`config.mk`:
```
export PLATFORM = sky130hd
export DESIGN_NAME = id_stage
export DESIGN_NICKNAME = d
export VERILOG_FILES = /design/src/rtl/rv32_pkg.sv /design/src/rtl/imm_gen.sv /design/src/rtl/id_stage.sv
export SDC_FILE = /design/constraint.sdc
export NUM_CORES = 1
export LEC_CHECK = 0
export ABC_AREA = 1
export BUFFER_PORTS_ARGS = -buffer_cell sky130_fd_sc_hd__buf_2
export CORE_AREA = 2 2 129 131
export DETAILED_ROUTE_END_ITERATION = 7
export DIE_AREA = 0 0 131 133
export GPL_TIMING_DRIVEN = 0
export HOLD_SLACK_MARGIN = 0.15
export PLACE_DENSITY = 0.66
export SLEW_MARGIN = 20
export SYNTH_ARGS = -nofsm -noshare
export SYNTH_HDL_FRONTEND = slang
export SYNTH_SLANG_ARGS = --single-unit
```
`constraint.sdc`:
```
create_clock -name i_clk -period 1.6 [get_ports i_clk]
set_input_delay 0.16 -clock i_clk [delete_from_list [all_inputs] [get_ports i_clk]]
set_output_delay 0.16 -clock i_clk [all_outputs]
set_load 0.05 [all_outputs]
```
`src/rtl/rv32_pkg.sv`:
```
`default_nettype none
// ============================================================================
//  Module   : rv32_pkg
//  Purpose  : Shared RV32I decode definitions (major opcodes, immediate kinds)
//  Revision : 1.0 - initial release
// ============================================================================
package rv32_pkg;

    localparam logic [6:0] OPC_LOAD   = 7'b0000011;
    localparam logic [6:0] OPC_STORE  = 7'b0100011;
    localparam logic [6:0] OPC_BRANCH = 7'b1100011;
    localparam logic [6:0] OPC_JAL    = 7'b1101111;
    localparam logic [6:0] OPC_JALR   = 7'b1100111;
    localparam logic [6:0] OPC_OP_IMM = 7'b0010011;
    localparam logic [6:0] OPC_OP     = 7'b0110011;
    localparam logic [6:0] OPC_LUI    = 7'b0110111;
    localparam logic [6:0] OPC_AUIPC  = 7'b0010111;

    typedef enum logic [2:0] {
        IMM_I    = 3'd0,
        IMM_S    = 3'd1,
        IMM_B    = 3'd2,
        IMM_U    = 3'd3,
        IMM_J    = 3'd4,
        IMM_NONE = 3'd5
    } imm_type_e;

endpackage
`default_nettype wire

```
`src/rtl/imm_gen.sv`:
```
`default_nettype none
// ============================================================================
//  Module   : imm_gen
//  Purpose  : Combinational immediate extraction, type and illegal-opcode flag
//  Revision : 1.0 - initial release
// ============================================================================
module imm_gen
    import rv32_pkg::*;
#(
    parameter int XLEN = 32
) (
    input  logic [XLEN-1:0] i_instr,
    output logic [XLEN-1:0] o_imm,
    output imm_type_e       o_immType,
    output logic            o_illegal
);

    logic [31:0] w_imm32;

    // Decode the major opcode into an immediate format; R-type carries none
    always_comb begin
        w_imm32   = '0;
        o_immType = IMM_NONE;
        o_illegal = 1'b0;
        case (i_instr[6:0])
            OPC_LOAD, OPC_OP_IMM, OPC_JALR: begin
                o_immType = IMM_I;
                w_imm32   = {{20{i_instr[31]}}, i_instr[31:20]};
            end
            OPC_STORE: begin
                o_immType = IMM_S;
                w_imm32   = {{20{i_instr[31]}}, i_instr[31:25], i_instr[11:7]};
            end
            OPC_BRANCH: begin
                o_immType = IMM_B;
                w_imm32   = {{19{i_instr[31]}}, i_instr[31], i_instr[7],
                             i_instr[30:25], i_instr[11:8], 1'b0};
            end
            OPC_LUI, OPC_AUIPC: begin
                o_immType = IMM_U;
                w_imm32   = {i_instr[31:12], 12'b0};
            end
            OPC_JAL: begin
                o_immType = IMM_J;
                w_imm32   = {{11{i_instr[31]}}, i_instr[31], i_instr[19:12],
                             i_instr[20], i_instr[30:21], 1'b0};
            end
            OPC_OP: begin
                o_immType = IMM_NONE;
            end
            default: begin
                o_illegal = 1'b1;
            end
        endcase
    end

    // Every format is sign-extended from instruction bit 31
    assign o_imm = XLEN'($signed(w_imm32));

endmodule
`default_nettype wire

```
`src/rtl/id_stage.sv`:
```
`default_nettype none
// ============================================================================
//  Module   : id_stage
//  Purpose  : Instruction decode with ID/EX pipeline register and handshakes
//  Options  : ID_WB_BYPASS_EN - forward writeback data into captured/held
//             operands
//  Revision : 1.0 - initial release
// ============================================================================
module id_stage
    import rv32_pkg::*;
#(
    parameter int XLEN       = 32,
    parameter int REG_ADDR_W = 5
) (
    input  logic                  i_clk,
    input  logic                  i_reset,
    input  logic                  i_flush,
    input  logic                  i_instrValid,
    output logic                  o_instrReady,
    input  logic [XLEN-1:0]       i_instr,
    input  logic [XLEN-1:0]       i_pc,
    output logic [REG_ADDR_W-1:0] o_rs1Addr,
    output logic [REG_ADDR_W-1:0] o_rs2Addr,
    input  logic [XLEN-1:0]       i_rs1Data,
    input  logic [XLEN-1:0]       i_rs2Data,
    input  logic                  i_wbEn,
    input  logic [REG_ADDR_W-1:0] i_wbAddr,
    input  logic [XLEN-1:0]       i_wbData,
    output logic                  o_exValid,
    input  logic                  i_exReady,
    output logic [XLEN-1:0]       o_exPc,
    output logic [XLEN-1:0]       o_exRs1Data,
    output logic [XLEN-1:0]       o_exRs2Data,
    output logic [XLEN-1:0]       o_exImm,
    output logic [REG_ADDR_W-1:0] o_exRd,
    output logic [6:0]            o_exOpcode,
    output logic [2:0]            o_exFunct3,
    output logic                  o_exFunct7b5,
    output logic                  o_exIllegal
);

    logic [XLEN-1:0]       w_imm;
    imm_type_e             w_immType;
    logic                  w_illegal;
    logic                  w_accept;
    logic [REG_ADDR_W-1:0] w_rd;
    logic [XLEN-1:0]       w_rs1Cap;
    logic [XLEN-1:0]       w_rs2Cap;

    logic                  r_exValid;
    logic [XLEN-1:0]       r_exPc;
    logic [XLEN-1:0]       r_exRs1Data;
    logic [XLEN-1:0]       r_exRs2Data;
    logic [XLEN-1:0]       r_exImm;
    logic [REG_ADDR_W-1:0] r_exRd;
    logic [6:0]            r_exOpcode;
    logic [2:0]            r_exFunct3;
    logic                  r_exFunct7b5;
    logic                  r_exIllegal;

    imm_gen #(.XLEN(XLEN)) u_imm_gen (
        .i_instr   (i_instr),
        .o_imm     (w_imm),
        .o_immType (w_immType),
        .o_illegal (w_illegal)
    );

    // Register-file addresses come straight from the instruction word
    assign o_rs1Addr = i_instr[19:15];
    assign o_rs2Addr = i_instr[24:20];

    // A flush redirects fetch, so nothing is taken that cycle
    assign o_instrReady = !i_flush && (!r_exValid || i_exReady);
    assign w_accept     = i_instrValid && o_instrReady;

    // Stores, branches and illegal opcodes have no destination
    assign w_rd = (w_illegal || w_immType == IMM_S || w_immType == IMM_B)
                ? '0 : i_instr[11:7];

`ifdef ID_WB_BYPASS_EN
    logic [REG_ADDR_W-1:0] r_rs1Idx;
    logic [REG_ADDR_W-1:0] r_rs2Idx;

    // Same-cycle writeback wins over the stale register-file read; x0 never
    assign w_rs1Cap = (i_wbEn && i_wbAddr != '0 && i_wbAddr == o_rs1Addr)
                    ? i_wbData : i_rs1Data;
    assign w_rs2Cap = (i_wbEn && i_wbAddr != '0 && i_wbAddr == o_rs2Addr)
                    ? i_wbData : i_rs2Data;

    // Remember source indices so a stalled entry can pick up later writebacks
    always_ff @(posedge i_clk) begin
        if (i_reset) begin
            r_rs1Idx <= '0;
            r_rs2Idx <= '0;
        end else if (w_accept) begin
            r_rs1Idx <= o_rs1Addr;
            r_rs2Idx <= o_rs2Addr;
        end
    end
`else
    assign w_rs1Cap = i_rs1Data;
    assign w_rs2Cap = i_rs2Data;

    logic w_unused_wb;
    assign w_unused_wb = &{1'b0, i_wbEn, i_wbAddr, i_wbData};
`endif

    // ID/EX pipeline register: capture on accept, drain when execute takes it
    always_ff @(posedge i_clk) begin
        if (i_reset) begin
            r_exValid    <= 1'b0;
            r_exPc       <= '0;
            r_exRs1Data  <= '0;
            r_exRs2Data  <= '0;
            r_exImm      <= '0;
            r_exRd       <= '0;
            r_exOpcode   <= '0;
            r_exFunct3   <= '0;
            r_exFunct7b5 <= 1'b0;
            r_exIllegal  <= 1'b0;
        end else if (i_flush) begin
            r_exValid <= 1'b0;
        end else if (w_accept) begin
            r_exValid    <= 1'b1;
            r_exPc       <= i_pc;
            r_exRs1Data  <= w_rs1Cap;
            r_exRs2Data  <= w_rs2Cap;
            r_exImm      <= w_imm;
            r_exRd       <= w_rd;
            r_exOpcode   <= i_instr[6:0];
            r_exFunct3   <= i_instr[14:12];
            r_exFunct7b5 <= i_instr[30];
            r_exIllegal  <= w_illegal;
        end else if (i_exReady) begin
            r_exValid <= 1'b0;
`ifdef ID_WB_BYPASS_EN
        end else if (r_exValid) begin
            if (i_wbEn && i_wbAddr != '0 && i_wbAddr == r_rs1Idx)
                r_exRs1Data <= i_wbData;
            if (i_wbEn && i_wbAddr != '0 && i_wbAddr == r_rs2Idx)
                r_exRs2Data <= i_wbData;
`endif
        end
    end

    assign o_exValid    = r_exValid;
    assign o_exPc       = r_exPc;
    assign o_exRs1Data  = r_exRs1Data;
    assign o_exRs2Data  = r_exRs2Data;
    assign o_exImm      = r_exImm;
    assign o_exRd       = r_exRd;
    assign o_exOpcode   = r_exOpcode;
    assign o_exFunct3   = r_exFunct3;
    assign o_exFunct7b5 = r_exFunct7b5;
    assign o_exIllegal  = r_exIllegal;

endmodule
`default_nettype wire

```
==> metrics.txt, run 1 <==
maximum number of pins on one net before global-route repair=17; clock period minus final worst setup slack=1.53 ns; leakage power=4.52 nW; wire length after detailed routing=20.6 mm; Worst Max-Slew Pin Slew=0.810 ns; sum of net half-perimeters after detailed placement=13.5 mm; Post-synth ARST share=0; power per cell area=1020 mW/mm²; Final Slew Violations=0; number of nets produced by synthesis=930; flops & latches, synth=146; Crit Path Category=primary input to register; cell types with the largest area share after synthesis=sky130_fd_sc_hd__dfxtp_1, sky130_fd_sc_hd__nand2_1, sky130_fd_sc_hd__a21oi_1, sky130_fd_sc_hd__nand3_1, sky130_fd_sc_hd__buf_4; clock-pin slew on the worst setup and hold paths=0.06 ns; cts bufs inserted=17; clock sinks=146; global-route wire length before repair=32.0 mm; worst-case headroom to the max-slew limit=0.460; Detail Route Antenna Nets=0; Placeable Area=0.0162 mm²; post-detailed-route wirelength per cell=14.4 µm; initial antenna violation count=1; Peak Freq=652 MHz; GR Util met1=0.281; number of global-route vias before repair=6478; final weighted congestion of routability-driven global placement=0.806; share of the synthesized area in the top cell type=0.507; DRC Markers=0; number of top-level pins=328; outcome=finished, final reports clean; starting density of the core=0.357; per-cell via count in the routed design=4.65; Tot Pwr=9.68 mW; part of the cycle the worst path needs=0.959; Main synth FF type=sky130_fd_sc_hd__dfxtp_1; Worst VDD drop=699 µV; First-pass DRT Iterations=7; synth unique cells=23; commonest cells in the synthesized netlist=sky130_fd_sc_hd__nand2_1, sky130_fd_sc_hd__dfxtp_1, sky130_fd_sc_hd__a21oi_1, sky130_fd_sc_hd__nand3_1, sky130_fd_sc_hd__clkbuf_1; RSZ-0062 raised after global routing=true; worst path arrival time=1.81 ns; most frequently used cell type in the post-synthesis netlist=sky130_fd_sc_hd__nand2_1; average instance area after synthesis=7.60 µm²; library cell occupying the most area in the post-synthesis netlist=sky130_fd_sc_hd__dfxtp_1; TNS Setup=0 ns; maximum level of the CTS H-tree=4; Die Height=133 µm; CTS tree=yes; root cell of the clock tree=sky130_fd_sc_hd__clkbuf_16; total routing usage reported by global routing=0.235; number of max-capacitance violations reported=0; proportion of synthesized chip area in sequential cells=0.507; Max Clock Skew=0.00707 ns; most crowded layer after global routing=met2; final setup violation count=0; overflow left after global routing=0; Post-Syn Area=0.00577 mm²; kind of launch point of the worst setup path=primary input; Layout Area Growth over Synthesis=64.2%; M2 GR Usage=0.398; number of buffers on the longest clock path=2; Yosys warning count=0; Cells after Synth=759; vias after detailed routing=6657; die outline area=0.0174 mm²; horizontal die dimension=131 µm; met3 layer usage reported by global route=0.0603; FP Rows=47; Iteration-0 DRC Markers=265; maximum fanout along the worst path=9; number of flops mapped to enable cells by yosys=0; number of port buffers=288; insertion delay of the later-clocked pin in the worst-skew pair=0.41 ns; required time of the critical path=1.88 ns; class of the worst hold path=primary input to register; final hold violations=0; critical path capture point type=register; nets=1370; layout cell share with drive strength beyond 1=0.335
## registers in the layout, indices dropped and copies added, names as in the netlist
register and flops:
o_exIllegal 1, o_exRs2Data 32, o_exFunct7b5 1, o_exRd 5
o_exImm 32, o_exValid 1, o_exOpcode 7, o_exRs1Data 32
o_exPc 32, o_exFunct3 3
## per-layer routing
metal / vias to the layer above / wire, µm
li1: 3323 / -
met1: 3035 / 8560
met2: 256 / 10100
met3: 43 / 1410
met4: 0 / 558
met5: - / 0
## power by group
| part | internal, mW | total (mW) | leakage (nW) | switching, mW |
|---|---|---|---|---|
| Clock | 2.66 | 4.18 | 0.299 | 1.52 |
| Sequential | 3.77 | 3.84 | 1.19 | 0.0662 |
| Combinational | 0.595 | 1.65 | 3.03 | 1.06 |
| Total | 7.03 | 9.68 | 4.52 | 2.65 |
## path summary, 6_finish.rpt
kind	from	to	slack [ns]	depth (start not counted)
setup / recovery	i_instr[6]	o_exRd[4]$_SDFFE_PP0P_	0.07	10
hold / removal	i_instrValid	o_exPc[3]$_SDFFE_PP0P_	0.34	5
setup reg to reg	o_exValid$_SDFFE_PP0P_	o_exRs1Data[29]$_SDFFE_PP0P_	0.16	6
hold reg to reg	o_exOpcode[6]$_SDFFE_PP0P_	o_exOpcode[6]$_SDFFE_PP0P_	0.46	2
## kinds of logic (layout without fill, tap and decap cells)
logic type,count (synthesis),in the layout,share of synthesized area
AOI/OAI and AO/OA,149,149,0.137
buffers and inverters,78,530,0.0716
DFF,146,146,0.507
other,0,1,0
and+or+nand+nor,386,386,0.284
## worst max-delay path, cell delays in order
cell and delay [ns]:
sky130_fd_sc_hd__dlygate4sd3_1 0.55, sky130_fd_sc_hd__buf_2 0.16, sky130_fd_sc_hd__nand3_2 0.09, sky130_fd_sc_hd__inv_2 0.06
sky130_fd_sc_hd__nand2_2 0.11, sky130_fd_sc_hd__nand2_4 0.11, sky130_fd_sc_hd__nor2_1 0.18, sky130_fd_sc_hd__nand3_2 0.18
sky130_fd_sc_hd__nand3_1 0.15, sky130_fd_sc_hd__a21oi_1 0.07
## cells in the final DEF (no fill, tap or decap)
cell	n
sky130_fd_sc_hd__nor3_1	1
sky130_fd_sc_hd__clkbuf_8	5
sky130_fd_sc_hd__inv_4	1
sky130_fd_sc_hd__buf_4	20
sky130_fd_sc_hd__buf_2	306
sky130_fd_sc_hd__clkbuf_1	21
sky130_fd_sc_hd__bufinv_16	3
sky130_fd_sc_hd__nand3_2	14
sky130_fd_sc_hd__dlygate4sd3_1	131
sky130_fd_sc_hd__diode_2	1
sky130_fd_sc_hd__nor2_4	1
sky130_fd_sc_hd__o21ai_0	1
sky130_fd_sc_hd__inv_1	12
sky130_fd_sc_hd__nor2_2	3
sky130_fd_sc_hd__nand3b_1	1
sky130_fd_sc_hd__buf_6	3
sky130_fd_sc_hd__inv_2	4
sky130_fd_sc_hd__nand3_1	38
sky130_fd_sc_hd__or2_1	1
sky130_fd_sc_hd__nor2_1	12
sky130_fd_sc_hd__clkinv_4	2
sky130_fd_sc_hd__buf_12	1
sky130_fd_sc_hd__clkbuf_2	1
sky130_fd_sc_hd__dfxtp_1	145
sky130_fd_sc_hd__nand2_4	3
sky130_fd_sc_hd__a21oi_4	1
sky130_fd_sc_hd__nand2_2	6
sky130_fd_sc_hd__a21oi_2	10
sky130_fd_sc_hd__dfxtp_2	1
sky130_fd_sc_hd__clkinvlp_4	2
sky130_fd_sc_hd__clkbuf_16	17
sky130_fd_sc_hd__a21oi_1	136
sky130_fd_sc_hd__clkbuf_4	1
sky130_fd_sc_hd__nand2_1	306
sky130_fd_sc_hd__o21ai_2	1
## final cells by class
cell class | count | area [µm²]
plain buffers | 61 | 350
flip-flops and latches | 146 | 2920
multi-input cells | 535 | 2440
diodes | 1 | 2.50
fillers | 1435 | 6710
well taps | 220 | 275
clock buffers | 24 | 502
repair buffers | 421 | 2780
inverters | 17 | 66.3
clock inverters | 7 | 123
## per-stage QoR
stage	hold WS, ns	std cells	util	setup WS, ns	instance area [µm²]
after floorplan	0.232	759	-	0.00130	5770
after global placement	0.380	1267	0.463	0.0245	7490
after detailed placement	0.390	1267	0.463	-0.0128	7490
after CTS	0.394	1429	0.583	0.0285	9430
after global routing	0.355	1432	0.585	-0.0425	9470
final	0.338	1432	0.585	0.0654	9470
## repair_timing
| action | in CTS | in global routing |
|---|---|---|
| endpoints found under the setup margin | 0 | 122 |
| buffers inserted | 0 | 2 |
| hold endpoints to repair | 132 | 0 |
| hold buffers | 131 | 0 |
| resized for setup | 0 | 6 |
No activity file was read; power rests on OpenSTA's default activity.
==> run 2, diff against run 1 <==
--- a/config.mk
+++ b/config.mk
@@ -5,11 +5,10 @@
 export SDC_FILE = /design/constraint.sdc
 export NUM_CORES = 1
 export LEC_CHECK = 0
-export ABC_AREA = 1
 export BUFFER_PORTS_ARGS = -buffer_cell sky130_fd_sc_hd__buf_2
-export CORE_AREA = 2 2 129 131
+export CORE_AREA = 2 2 128 130
 export DETAILED_ROUTE_END_ITERATION = 7
-export DIE_AREA = 0 0 131 133
+export DIE_AREA = 0 0 130 132
 export GPL_TIMING_DRIVEN = 0
 export HOLD_SLACK_MARGIN = 0.15
 export PLACE_DENSITY = 0.66
==> run 2 against run 1 <==
Compared with the run above: cell count shrank 6.1%; die area shrank 1.5%; clock power grew 3%; design area shrank 0.90%; critical path depth shrank 3; via count shrank 3.3%; register-to-register slack lost 0.10 ns.
==> metrics.txt, run 2 <==
final weighted congestion of routability-driven global placement=0.839 (+4.2%); starting density of the core=0.362 (+0.00596); Worst setup endpoint=o_exRs1Data[11]$_SDFFE_PP0P_; number of nets produced by synthesis=854 (-8.2%); wire length after detailed routing=21.1 mm (+2.2%); commonest non-fill, non-tap cells in the layout=sky130_fd_sc_hd__buf_2, sky130_fd_sc_hd__nand2_1, sky130_fd_sc_hd__dfxtp_1; Max Clock Skew=0.00610 ns (-0.000968 ns); power per cell area=1050 mW/mm² (+2.6%); First-pass DRT Iterations=4 (-3); total routing usage reported by global routing=0.237 (+0.00225); number of global-route vias before repair=6472 (-0.093%); kind of launch point of the worst setup path=register; Cells after Synth=683 (-10%); largest family of logic cells by synthesized area=compound AO/OA/AOI/OAI gates; Synth Area in Simple Gates=0.189 (-0.0954); synth unique cells=43 (+87%); depth of the most critical reg-to-reg path=7 (+1); required time of the critical path=1.94 ns (+0.06 ns); final hold violations=0 (unchanged); CTS tree=yes; post-CTS setup buffers=0 (unchanged); Peak Freq=648 MHz (-0.58%); Compound-Gate Fraction of Synth Area=0.233 (+0.0955); number of top-level pins=328 (unchanged); RSZ-0062 raised after global routing=true; nets=1285 (-6.2%); sum of net half-perimeters after detailed placement=14.0 mm (+4.2%); Detail Route Antenna Nets=0 (unchanged); average instance area after synthesis=8.34 µm² (+9.8%); portion of netlist area occupied by mux cells=0 (unchanged); global-route wire length before repair=31.9 mm (-0.26%); critical-path cell with the highest stage delay=sky130_fd_sc_hd__dfxtp_2; clock-pin slew on the worst setup and hold paths=0.06 ns (about the same); layout cell share with drive strength beyond 1=0.343 (+0.00813); maximum number of pins on one net before global-route repair=17 (unchanged); cell types with the largest area share after synthesis=sky130_fd_sc_hd__dfxtp_1, sky130_fd_sc_hd__nand2_1, sky130_fd_sc_hd__a21oi_1, sky130_fd_sc_hd__o32ai_2, sky130_fd_sc_hd__clkbuf_1; post-detailed-route wirelength per cell=15.7 µm (+8.8%); library cell occupying the most area in the post-synthesis netlist=sky130_fd_sc_hd__dfxtp_1; Worst Max-Slew Pin Slew=0.746 ns (-0.0636 ns); worst path arrival time=1.89 ns (+0.08 ns); proportion of synthesized chip area in sequential cells=0.513 (+0.00624); cell class contributing the biggest share of worst-path delay=buffers and inverters; horizontal die dimension=130 µm (-0.76%); Main synth FF type=sky130_fd_sc_hd__dfxtp_1; Crit. Startpoint=o_exValid$_SDFFE_PP0P_; per-cell via count in the routed design=4.78 (+2.9%); DRC Markers=0 (unchanged); final setup violation count=0 (unchanged); outcome=finished, final reports clean; critical path capture point type=register; number of max-capacitance violations reported=0 (unchanged); initial antenna violation count=1 (unchanged); overflow left after global routing=0 (unchanged); clock period minus final worst setup slack=1.54 ns (+0.00892 ns); xor-xnor portion of the synthesized cell area=0 (unchanged); insertion delay of the later-clocked pin in the worst-skew pair=0.42 ns (about the same); total instance count after detailed placement=1186 (-6.4%); number of buffers on the longest clock path=2 (unchanged); flops & latches, synth=146 (unchanged); Die Height=132 µm (-0.75%); reg-to-reg setup timing slack=0.06 ns (-0.10 ns); FF-to-FF Start=o_exValid$_SDFFE_PP0P_; arithmetic-cell share of the synthesized area counting full adders, half adders and majority gates=0 (unchanged); most frequently used cell type in the post-synthesis netlist=sky130_fd_sc_hd__nand2_1; die outline area=0.0172 mm² (-1.5%); most frequent cell on the critical path=sky130_fd_sc_hd__clkbuf_4; PnR worst setup slack=0.0565 ns (-0.00892 ns); part of the cycle the worst path needs=0.965 (+0.00557); Worst VDD drop=733 µV (+5.0%); Crit Path Category=register to register; number of flops mapped to enable cells by yosys=0 (unchanged); leakage power=4.19 nW (-7.1%); Placeable Area=0.0157 mm² (-2.8%); instance count on the critical path=7 (-3); share of the synthesized area in the top cell type=0.513 (+0.00624); number of port buffers=287 (-0.35%); clock sinks=146 (unchanged); class of the worst hold path=primary input to register; delay of the slowest critical-path stage=0.33 ns (-0.22 ns); FP Rows=46 (-2.1%); root cell of the clock tree=sky130_fd_sc_hd__clkbuf_16; cts bufs inserted=17 (unchanged); Layout Area Growth over Synthesis=64.7%; Crit Reg-Reg Endpoint=o_exRs1Data[11]$_SDFFE_PP0P_; Post-synth ARST share=0 (unchanged); setup slack after placement=-0.772 ns (-0.759 ns); Yosys warning count=0 (unchanged); vias after detailed routing=6434 (-3.3%); maximum fanout along the worst path=10 (+1); total buffers and inverters traversed by the critical path=3 (unchanged); number of standard cells in the layout, taps in and fillers out=1345 (-6.1%); Fillers=1421 (-0.98%); Final Slew Violations=0 (unchanged); maximum level of the CTS H-tree=4 (unchanged); commonest cells in the synthesized netlist=sky130_fd_sc_hd__nand2_1, sky130_fd_sc_hd__dfxtp_1, sky130_fd_sc_hd__a21oi_1, sky130_fd_sc_hd__clkbuf_1, sky130_fd_sc_hd__inv_1; Post-Syn Area=0.00570 mm² (-1.2%); series of cell instances along the critical path=nand2b_1 > and3_1 > clkbuf_4 > buf_8 > clkbuf_4 > nand2_1 > a21oi_2; Iteration-0 DRC Markers=232 (-12%); worst-case headroom to the max-slew limit=0.498 (+0.0383); most common cell after layout, fill and taps aside=sky130_fd_sc_hd__buf_2
[run 2: cell types whose count changed after synthesis, sizes merged, moves of 4 or more]
cell	previous run	this run
nor2	16	12
a221oi	0	12
o2bb2ai	0	9
nand2	315	225
a21oi	147	125
nand3	52	2
a22o	0	5
o32ai	0	13
a211oi	0	13
clkbuf	20	43
o211ai	0	6
nor3	1	8
buf	41	22
[run 2: worst min path at each step]
| stage | start | endpoint | slack (ns) | depth (start not counted) |
|---|---|---|---|---|
| after floorplan | i_flush | o_exValid$_SDFFE_PP0P_ | 0.23 | 1 |
| after global placement | i_flush | o_exValid$_SDFFE_PP0P_ | 0.37 | 2 |
| after detailed placement | i_flush | o_exValid$_SDFFE_PP0P_ | 0.38 | 2 |
| after CTS | i_instr[20] | o_exImm[20]$_SDFFE_PP0P_ | 0.18 | 3 |
| after global routing | i_instr[20] | o_exImm[20]$_SDFFE_PP0P_ | 0.19 | 3 |
| final | i_instr[6] | o_exOpcode[6]$_SDFFE_PP0P_ | 0.16 | 3 |
[run 2: per-layer routing]
layer  vias up  wire [µm]  track usage  part of all wire
li1       3188          -            -                 -
met1      2937       8160        0.254              0.39
met2       254      10600        0.419              0.50
met3        55       1560       0.0714             0.074
met4         0        770        0.115             0.037
met5         -          0            0                 0
[run 2: cell families (layout without fill, tap and decap cells)]
family | count (synthesis) | in the layout
simple gates | 260 | 260
flops | 146 | 146
other cells | 0 | 2
compound gates | 195 | 195
buf+inv | 82 | 526
[run 2: where the power goes]
group	leakage, nW	internal (mW)	switching, mW	total (mW)
Sequential	1.19	3.77	0.0661	3.84
Clock	0.312	2.79	1.52	4.31
Combinational	2.69	0.598	1.09	1.69
[run 2: area by class of cell]
| cell class | instances | area [µm²] | area share |
|---|---|---|---|
| Clock buffer | 25 | 495 | 0.0528 |
| Inverter | 17 | 63.8 | 0.00680 |
| Antenna cell | 2 | 5.00 | 0.000534 |
| Tap cell | 216 | 270 | 0.0288 |
| Clock inverter | 7 | 146 | 0.0156 |
| Timing Repair Buffer | 412 | 2690 | 0.287 |
| Sequential cell | 146 | 2920 | 0.312 |
| Multi-Input combinational cell | 455 | 2410 | 0.257 |
| Buffer | 65 | 378 | 0.0403 |
[run 2: what timing repair did]
item,CTS,global route
hold endpoints to repair,133,0
gates resized for setup,28,20
setup endpoints to repair,120,121
hold buffers,125,0
[run 2: per-stage QoR]
step / total power, mW / hold slack [ns] / area, µm² / util / setup TNS, ns
floorplan: 4.84 / 0.232 / 5700 / - / 0
global placement: 5.31 / 0.374 / 7400 / 0.471 / -45.23
detailed placement: 5.33 / 0.378 / 7400 / 0.471 / -47.93
CTS: 9.86 / 0.177 / 9350 / 0.595 / 0
global route: 10.2 / 0.185 / 9380 / 0.597 / -0.0292
finish: 9.84 / 0.164 / 9380 / 0.597 / 0
[run 2: worst reg2reg max path, delay by kind of cell (launching register included)]
kind,cells,cell delay [ns]
compound gates,1,0.16
buf+inv,3,0.57
flops,1,0.33
simple gates,3,0.41
==> run 3, diff against run 2 <==
--- a/config.mk
+++ b/config.mk
@@ -6,12 +6,13 @@
 export NUM_CORES = 1
 export LEC_CHECK = 0
 export BUFFER_PORTS_ARGS = -buffer_cell sky130_fd_sc_hd__buf_2
-export CORE_AREA = 2 2 128 130
+export CORE_AREA = 2 2 126 128
+export CTS_BUF_LIST = sky130_fd_sc_hd__clkbuf_4
 export DETAILED_ROUTE_END_ITERATION = 7
-export DIE_AREA = 0 0 130 132
+export DIE_AREA = 0 0 128 130
 export GPL_TIMING_DRIVEN = 0
 export HOLD_SLACK_MARGIN = 0.15
-export PLACE_DENSITY = 0.66
+export PLACE_DENSITY = 0.68
 export SLEW_MARGIN = 20
 export SYNTH_ARGS = -nofsm -noshare
 export SYNTH_HDL_FRONTEND = slang
==> run 3 against run 2 <==
Compared with the run above: die area down 3.0%; clock power fell by 37%; via count rose by 0.26%; critical path depth shrank 1; cell count is 1.5% lower; wire length shrank 4.8%; largest power group is now sequential cells; highest routed layer unchanged.
==> metrics.txt, run 3 (synthesized netlist as in run 2, its figures left out) <==
portion of total power attributed to sequential cells=0.464 (+0.074); post-detailed-route wirelength per cell=15.1 µm (-3.4%); RSZ-0062 raised after global routing=false; insertion delay of the later-clocked pin in the worst-skew pair=0.54 ns (+0.12 ns); overflow left after global routing=0 (unchanged); total routing usage reported by global routing=0.233 (-0.00443); Peak Freq=663 MHz (+2.4%); global-route wire length before repair=30.6 mm (-4.3%); Finished Cell Area=0.00911 mm² (-2.8%); switching power=2.47 mW (-7.7%); Worst Max-Slew Pin Slew=0.759 ns (+0.0129 ns); startpoint of the tightest hold check path=i_instr[4]; First-pass DRT Iterations=5 (+1); post-CTS setup buffers=0 (unchanged); die outline area=0.0166 mm² (-3.0%); final setup violation count=0 (unchanged); clock sinks=146 (unchanged); wire length after detailed routing=20.0 mm (-4.8%); Layout Area Growth over Synthesis=60.0%; depth of the most critical reg-to-reg path=6 (-1); power per cell area=907 mW/mm² (-14%); critical path capture point type=register; worst hold margin=0.201 ns (+0.0370 ns); outcome=finished, final reports clean; share of power burned in combinational logic=0.205 (+0.033); switching power as a share of total power=0.299 (+0.0270); Detail Route Antenna Nets=0 (unchanged); DRC Markers=0 (unchanged); number of top-level pins=328 (unchanged); clock period minus final worst setup slack=1.51 ns (-0.0355 ns); Worst VDD drop=400 µV (-45%); initial antenna violation count=1 (unchanged); nets=1292 (+0.54%); number of standard cells in the layout, taps in and fillers out=1325 (-1.5%); horizontal die dimension=128 µm (-1.5%); endpoint of the worst hold-timing path=o_exIllegal$_SDFFE_PP0P_; part of the cycle the worst path needs=0.942 (-0.0222); cts bufs inserted=17 (unchanged); required time of the critical path=2.08 ns (+0.14 ns); class of the worst hold path=primary input to register; worst-case headroom to the max-slew limit=0.490 (-0.00868); number of max-capacitance violations reported=0 (unchanged); CTS tree=yes; final weighted congestion of routability-driven global placement=0.819 (-2.4%); FF-to-FF Start=o_exValid$_SDFFE_PP0P_; maximum level of the CTS H-tree=4 (unchanged); reg-to-reg setup timing slack=0.09 ns (+0.04 ns); Crit Reg-Reg Endpoint=o_exImm[15]$_SDFFE_PP0P_; commonest non-fill, non-tap cells in the layout=sky130_fd_sc_hd__buf_2, sky130_fd_sc_hd__nand2_1, sky130_fd_sc_hd__dfxtp_1; number of global-route vias before repair=6088 (-5.9%); PnR worst setup slack=0.0920 ns (+0.0355 ns); maximum fanout along the worst path=10 (unchanged); leakage power=4.09 nW (-2.5%); Max Clock Skew=0.0115 ns (+0.00541 ns); number of port buffers=287 (unchanged); total instance count after detailed placement=1162 (-2.0%); post-layout util=0.591 (-0.00614); Fillers=1413 (-0.56%); Final Slew Violations=0 (unchanged); most common cell after layout, fill and taps aside=sky130_fd_sc_hd__buf_2; sum of net half-perimeters after detailed placement=13.7 mm (-2.3%); Tot Pwr=8.26 mW (-16%); root cell of the clock tree=sky130_fd_sc_hd__clkbuf_4; Area after DPL=0.00737 mm² (-0.41%); Crit Path Category=register to register; part of the power in the clock network=0.331 (-0.107); Placeable Area=0.0154 mm² (-1.8%); Iteration-0 DRC Markers=236 (+1.7%); clock-pin slew on the worst setup and hold paths=0.13 ns (+0.07 ns); setup slack after placement=-0.656 ns (+0.116 ns); vias after detailed routing=6451 (+0.26%); hold path depth=5 (+2); TNS Setup=0 ns (unchanged); starting density of the core=0.369 (+0.00676); per-cell via count in the routed design=4.87 (+1.8%); number of buffers on the longest clock path=2 (unchanged); FP Rows=46 (unchanged); maximum number of pins on one net before global-route repair=17 (unchanged); Die Height=130 µm (-1.5%); layout cell share with drive strength beyond 1=0.342 (-0.00152); cell-internal power=5.79 mW (-19%); worst path arrival time=1.99 ns (+0.10 ns); kind of launch point of the worst setup path=register; final hold violations=0 (unchanged)
run 3: critical path: stages, from the launching register on:
cell and delay, ns:
sky130_fd_sc_hd__dfxtp_2 0.35, sky130_fd_sc_hd__nand2b_1 0.10, sky130_fd_sc_hd__and3_1 0.20, sky130_fd_sc_hd__clkbuf_4 0.17
sky130_fd_sc_hd__nor2_2 0.20, sky130_fd_sc_hd__clkbuf_4 0.27, sky130_fd_sc_hd__o2bb2ai_1 0.14
run 3: cell type report:
| class | instances | area, µm² | area share |
|---|---|---|---|
| Buffer | 65 | 389 | 0.0427 |
| Antenna cell | 1 | 2.50 | 0.000275 |
| Clock buffer | 19 | 143 | 0.0157 |
| Multi-Input combinational cell | 455 | 2400 | 0.264 |
| Timing Repair Buffer | 419 | 2760 | 0.303 |
| Sequential cell | 146 | 2920 | 0.321 |
| Inverter | 17 | 63.8 | 0.00700 |
| Tap cell | 192 | 240 | 0.0264 |
| Clock inverter | 11 | 188 | 0.0206 |
run 3: power groups by stage:
stage	logic (mW)	registers, mW	clock network [mW]
2_1_floorplan	0.452	4.39	0
3_3_place_gp	1.40	3.91	0
3_5_place_dp	1.41	3.92	0
4_1_cts	1.68	3.83	2.80
5_1_grt	1.81	3.85	2.92
6_report	1.70	3.83	2.73
run 3: how the worst max path moves through the flow:
stage	depth (start not counted)	slack (ns)	start	end
detailed placement	7	-0.66	o_exValid$_SDFFE_PP0P_	o_exOpcode[6]$_SDFFE_PP0P_
CTS	6	0.009	o_exValid$_SDFFE_PP0P_	o_exRd[3]$_SDFFE_PP0P_
global placement	7	-0.64	o_exValid$_SDFFE_PP0P_	o_exOpcode[6]$_SDFFE_PP0P_
floorplan	7	0.01	o_exValid$_SDFFE_PP0P_	o_exOpcode[3]$_SDFFE_PP0P_
global route	3	0.006	o_exValid$_SDFFE_PP0P_	o_instrReady
finish	6	0.09	o_exValid$_SDFFE_PP0P_	o_exImm[15]$_SDFFE_PP0P_
run 3: layer usage:
metal  up-vias  wire [µm]  part of all wire  global-route usage
met1      2948       8110              0.40               0.265
met3        34       1430             0.071              0.0677
li1       3209          -                 -                   -
met5         -          0                 0                   0
met2       260      10100              0.50               0.414
met4         0        430             0.021              0.0905
run 3: repair_timing:
| action | CTS | global route |
|---|---|---|
| pin swaps | 0 | 0 |
| hold buffers | 132 | 0 |
| resized for setup | 30 | 23 |
| hold endpoints to repair | 145 | 0 |
| endpoints found under the setup margin | 126 | 117 |
